$ cat src/rtl/alu_operand_loader.sv
// alu_operand_loader: button-driven A / B / OpCode entry front end for the 8-bit ALU lab top.
// Define LOADER_DEBOUNCE_EN to build the per-button debounce counters; otherwise buttons are only synchronized.
module alu_operand_loader #(
  parameter int M               = 8,
  parameter int DEBOUNCE_CYCLES = 1_000_000
) (
  input  logic         clk,
  input  logic         reset,
  input  logic         btn_next,
  input  logic         btn_back,
  input  logic [M-1:0] sw,
  input  logic [M-1:0] result,
  input  logic [3:0]   status,
  output logic [M-1:0] A,
  output logic [M-1:0] B,
  output logic [1:0]   OpCode,
  output logic         ops_valid,
  output logic [M-1:0] disp_value,
  output logic [3:0]   disp_status,
  output logic [3:0]   state_led
);

  // One-hot encoding doubles as the LED pattern.
  typedef enum logic [3:0] {
    WAIT_A  = 4'b0001,
    WAIT_B  = 4'b0010,
    WAIT_OP = 4'b0100,
    SHOW    = 4'b1000
  } state_e;

  // Button index 0 is next, index 1 is back.
  localparam int NB = 2;

  logic [NB-1:0] btn_raw;
  logic [NB-1:0] sync1_q, sync2_q;
  logic [NB-1:0] acc;
  logic [NB-1:0] prev_q;
  logic [NB-1:0] pulse_q, pulse_d;
  logic          next_p, back_p;

  assign btn_raw = {btn_back, btn_next};

  // NOTE: sequential state uses non-blocking (<=) so every flop samples pre-edge values.
  always_ff @(posedge clk or posedge reset) begin
    if (reset) begin
      sync1_q <= '0;
      sync2_q <= '0;
      prev_q  <= '0;
      pulse_q <= '0;
    end else begin
      sync1_q <= btn_raw;
      sync2_q <= sync1_q;
      prev_q  <= acc;
      pulse_q <= pulse_d;
    end
  end

`ifdef LOADER_DEBOUNCE_EN
  localparam int CNT_W = (DEBOUNCE_CYCLES > 1) ? $clog2(DEBOUNCE_CYCLES) : 1;
  localparam logic [CNT_W-1:0] CNT_MAX = CNT_W'(DEBOUNCE_CYCLES - 1);

  logic [NB-1:0][CNT_W-1:0] cnt_q, cnt_d;
  logic [NB-1:0]            acc_q, acc_d;

  // NOTE: defaults first in always_comb so no path leaves a signal unassigned (no latches).
  always_comb begin
    acc_d = acc_q;
    cnt_d = '0;
    for (int i = 0; i < NB; i++) begin
      if (sync2_q[i] != acc_q[i]) begin
        if (cnt_q[i] == CNT_MAX) begin
          acc_d[i] = sync2_q[i];
        end else begin
          cnt_d[i] = cnt_q[i] + 1'b1;
        end
      end
    end
  end

  always_ff @(posedge clk or posedge reset) begin
    if (reset) begin
      cnt_q <= '0;
      acc_q <= '0;
    end else begin
      cnt_q <= cnt_d;
      acc_q <= acc_d;
    end
  end

  assign acc = acc_q;
`else
  assign acc = sync2_q;
`endif

  always_comb begin
    pulse_d = acc & ~prev_q;
  end

  assign next_p = pulse_q[0];
  assign back_p = pulse_q[1];

  state_e       state_q, state_d;
  logic [M-1:0] a_q, a_d;
  logic [M-1:0] b_q, b_d;
  logic [1:0]   op_q, op_d;
  logic         valid_q, valid_d;
  logic [3:0]   disp_status_q, disp_status_d;
  logic [3:0]   state_led_q, state_led_d;
  logic         fwd, bwd;

  // Coincident next/back pulses cancel each other.
  assign fwd = next_p & ~back_p;
  assign bwd = back_p & ~next_p;

  always_comb begin
    state_d = state_q;
    a_d     = a_q;
    b_d     = b_q;
    op_d    = op_q;
    valid_d = valid_q;
    case (state_q)
      WAIT_A: begin
        if (fwd) begin
          a_d     = sw;
          state_d = WAIT_B;
        end
      end
      WAIT_B: begin
        if (fwd) begin
          b_d     = sw;
          state_d = WAIT_OP;
        end else if (bwd) begin
          state_d = WAIT_A;
        end
      end
      WAIT_OP: begin
        if (fwd) begin
          op_d    = sw[1:0];
          valid_d = 1'b1;
          state_d = SHOW;
        end else if (bwd) begin
          state_d = WAIT_B;
        end
      end
      SHOW: begin
        if (fwd) begin
          valid_d = 1'b0;
          state_d = WAIT_A;
        end else if (bwd) begin
          valid_d = 1'b0;
          state_d = WAIT_OP;
        end
      end
      default: begin
        valid_d = 1'b0;
        state_d = WAIT_A;
      end
    endcase
    state_led_d   = state_d;
    disp_status_d = (state_d == SHOW) ? status : 4'b0000;
  end

  always_ff @(posedge clk or posedge reset) begin
    if (reset) begin
      state_q       <= WAIT_A;
      a_q           <= '0;
      b_q           <= '0;
      op_q          <= '0;
      valid_q       <= 1'b0;
      disp_status_q <= '0;
      state_led_q   <= WAIT_A;
    end else begin
      state_q       <= state_d;
      a_q           <= a_d;
      b_q           <= b_d;
      op_q          <= op_d;
      valid_q       <= valid_d;
      disp_status_q <= disp_status_d;
      state_led_q   <= state_led_d;
    end
  end

  assign A           = a_q;
  assign B           = b_q;
  assign OpCode      = op_q;
  assign ops_valid   = valid_q;
  assign disp_status = disp_status_q;
  assign state_led   = state_led_q;
  assign disp_value  = (state_q == SHOW) ? result : sw;

endmodule

$ cat config.mk
export PLATFORM = sky130hd
export DESIGN_NAME = alu_operand_loader
export DESIGN_NICKNAME = d
export VERILOG_FILES = /design/src/rtl/alu_operand_loader.sv
export SDC_FILE = /design/constraint.sdc
export NUM_CORES = 1
export LEC_CHECK = 0
export BUFFER_PORTS_ARGS = -buffer_cell sky130_fd_sc_hd__buf_2
export CORE_AREA = 2 2 76 78
export CTS_CLUSTER_DIAMETER = 150
export DETAILED_ROUTE_END_ITERATION = 8
export DIE_AREA = 0 0 78 80
export GPL_TIMING_DRIVEN = 1
export PLACE_DENSITY = 0.57
export SLEW_MARGIN = 25
export SYNTH_ARGS = -nofsm -noshare
export SYNTH_HDL_FRONTEND = slang
export SYNTH_SLANG_ARGS = --single-unit
$ cat constraint.sdc
create_clock -name clk -period 5.3 [get_ports clk]
set_clock_uncertainty 0.05 [all_clocks]
set_input_delay 0.53 -clock clk [delete_from_list [all_inputs] [get_ports clk]]
set_output_delay 0.53 -clock clk [all_outputs]
set_load 0.005 [all_outputs]
==> flow_summary.ini <==
[outcome]
status = completed

[cells_and_area]
seq_area_um2 = 877
fillers = 552
antenna_cells = 0
nets = 206
fin_area_um2 = 2040
multi_input_area_um2 = 649
final_layout_size_suffix_gt1_share_pct = 56.1
area_delta_synth_final_pct = 28.4

[synth]
synth_cell_types = 31
syn_area_um2 = 1590
synth_cells = 118
async_reset_ff_share_pct = 100
yosysSeqAreaShare_pct = 55.2
yosys.area_share.simple_pct = 14.3
synth_compound_area_share_pct = 5.75
synth-edff-count = 0
ys.flop_type = dfrtp_1
synth_top_family_by_area = multiplexers
syn-num-nets = 145
yosys_warnings = 0
avgSynthCellArea_um2 = 13.5
ys_ff_latch = 35
yosys.area_share.adder_pct = 2.36
synth-xor-area-share_pct = 0
muxShareOfSynthArea_pct = 18.4

[critical_path]
cp-startpoint = state_led[3]
crit_path_start_kind = flip-flop
r2r_setup_slack_ns = 3.29
r2r_start = pulse_q[1]
path_class = flip-flop to output port
rr_endpoint = A[1]
endpoint = disp_value[1]
r2r_cells = 5
arrival_ns = 2.11
endpoint_kind = output port
worstPathRequired_ns = 4.72
path_max_fanout = 14

[global_routing]
grt_max_degree = 36
globalRouteOverflowTotal = 0
grt_usage_pct = 11.2
grt_pass1_vias = 1145
antenna_found_initial = 0
grt_first_pass_wirelength_um = 5330

[pwr]
ir_worst_vdd_mv = 0.195
power_density_nw_per_um2 = 407
p_leak_nw = 0.981
total_power_mw = 0.831

[clock_network]
cts_root_buf = clkbuf_8
cts_buffers = 5
cts.repair.resized = 0
clk_path_buf_depth = 2
clock_latency_ns = 0.28
clk_pin_slew_worst_paths_ns = 0.07
postCtsSetupRepairBufs = 0
htree_levels = 2
cts_sinks = 35
cts_tree = done
hold_buffers = 0

[timing]
fmax_mhz = 371
final-setup-viol-count = 0
rsz0062_at_grt = no
hold_violations = 0
drv_slew = 0
period_minus_slack_ns = 2.69
relSlewSlack_pct = 55.4
worstMarginPinSlew_ns = 0.664
timing.final.crit_share_pct = 50.8
timing.hold.ws_ns = 0.268
tns_ns = 0

[place]
dp_hpwl_um = 2430
io_buffers = 58
dpl_cell_area_um2 = 1940
gp_congestion = 0.712

[die]
die_h_um = 80
coreArea_um2 = 5410
die_w_um = 78
start_util_pct = 29.4
num_io_pins = 59
rows = 27
die-area_um2 = 6240

[routing]
viasPerCell = 4.53
drc = 0
ant_nets = 0
drt_iter0_markers = 27
num_vias = 1142
dr.pass1.iters = 4
routed_wl_um = 3280
post_drt_wl_per_cell_um = 13.0

[hold_path]
min_path_type = primary input to async pin

[flow_run]
max-cap-violations = 0
==> cell usage in the layout (no fill, tap or decap) <==
cell type and instances:
o311a_1 1, and3_2 1, o311ai_1 1, nor3b_1 2
a21o_2 1, nor2b_1 5, clkbuf_1 1, nor3_1 1
clkbuf_8 7, o32ai_2 1, nand4_1 1, and2b_1 1
nand2b_4 1, inv_1 7, nor2_1 3, buf_4 1
o21ai_0 4, or4_2 1, and2_2 1, nor4b_1 5
nand2_1 2, a21oi_1 3, and3b_1 1, a31oi_1 2
mux2_2 26, dfstp_2 1, and2_1 1, nor4_4 2
ha_1 3, dfrtp_1 34, nand3_1 1, buf_2 58
==> worst min-delay path by stage <==
stage	from	to	slack, ns	depth (start not counted)
finish	reset	sync1_q[1]	0.27	3
CTS	reset	sync1_q[1]	0.29	3
floorplan	sync1_q[0]	acc[0]	0.28	0
global placement	sync1_q[0]	acc[0]	0.29	0
global route	btn_next	sync1_q[0]	0.29	1
detailed placement	sync1_q[0]	acc[0]	0.28	0
==> cell type report <==
type                    instances  area share, %
clock buffers                   8           4.90
inverters                       7           1.29
multi-input cells              71           31.8
flip-flops and latches         35           43.0
well taps                      72           4.41
repair buffers                 59           14.6
==> metal layers <==
layer  vias to the layer above  track usage, %  wire length, um
met5                         -               0                0
li1                        544               -                -
met3                         9            3.51              243
met1                       538            14.1             1510
met2                        51            16.7             1440
met4                         0            7.02               88
==> registers in the layout (all words and copies together), names as in the netlist <==
| signal | cells |
|---|---|
| A | 8 |
| B | 8 |
| OpCode | 2 |
| acc | 2 |
| disp_status | 4 |
| ops_valid | 1 |
| prev_q | 2 |
| pulse_q | 2 |
| state_led | 4 |
| sync1_q | 2 |
==> synth_stat cells, drive strengths merged, types with 2 or more instances <==
cell type / instances / area share (%)
nor4b: 5 / 2.8
nand2: 2 / 0.47
ha: 3 / 2.4
a31oi: 2 / 0.79
nor3b: 2 / 0.94
and2: 2 / 0.87
a21oi: 3 / 0.94
nor4: 2 / 2.7
inv: 7 / 1.7
nor2: 3 / 0.71
dfrtp: 34 / 54
buf: 4 / 1.4
mux2: 26 / 18
nor2b: 5 / 2.0
o21ai: 4 / 1.3
==> power breakdown <==
part	leakage (nW)	internal (mW)	switching [mW]
logic	0.501	0.133	0.0946
clock network	0.0515	0.118	0.0885
registers	0.428	0.345	0.0514
==> per-stage QoR <==
stage / worst slack, ns / util, % / cells
5_1_grt: 2.50 / 37.8 / 252
3_5_place_dp: 2.92 / 35.9 / 244
4_1_cts: 2.61 / 37.8 / 252
6_report: 2.61 / 37.8 / 252
3_3_place_gp: 2.98 / 35.9 / 244
2_1_floorplan: 3.34 / - / 118
==> worst max-delay path, stage by stage (launching register included) <==
cell     delay [ns]
dfrtp_1        0.65
nor2b_1        0.26
and2_1         0.41
mux2_2         0.39
buf_2          0.13
==> cells by family after synthesis <==
logic type | Yosys count
AO/OA/AOI/OAI | 13
buffers and inverters | 12
multiplexers | 26
AND/OR/NAND/NOR | 29
flip-flops | 35
adder cells (fa/ha/maj) | 3
Note: power is estimated with default switching activity, not from simulation.
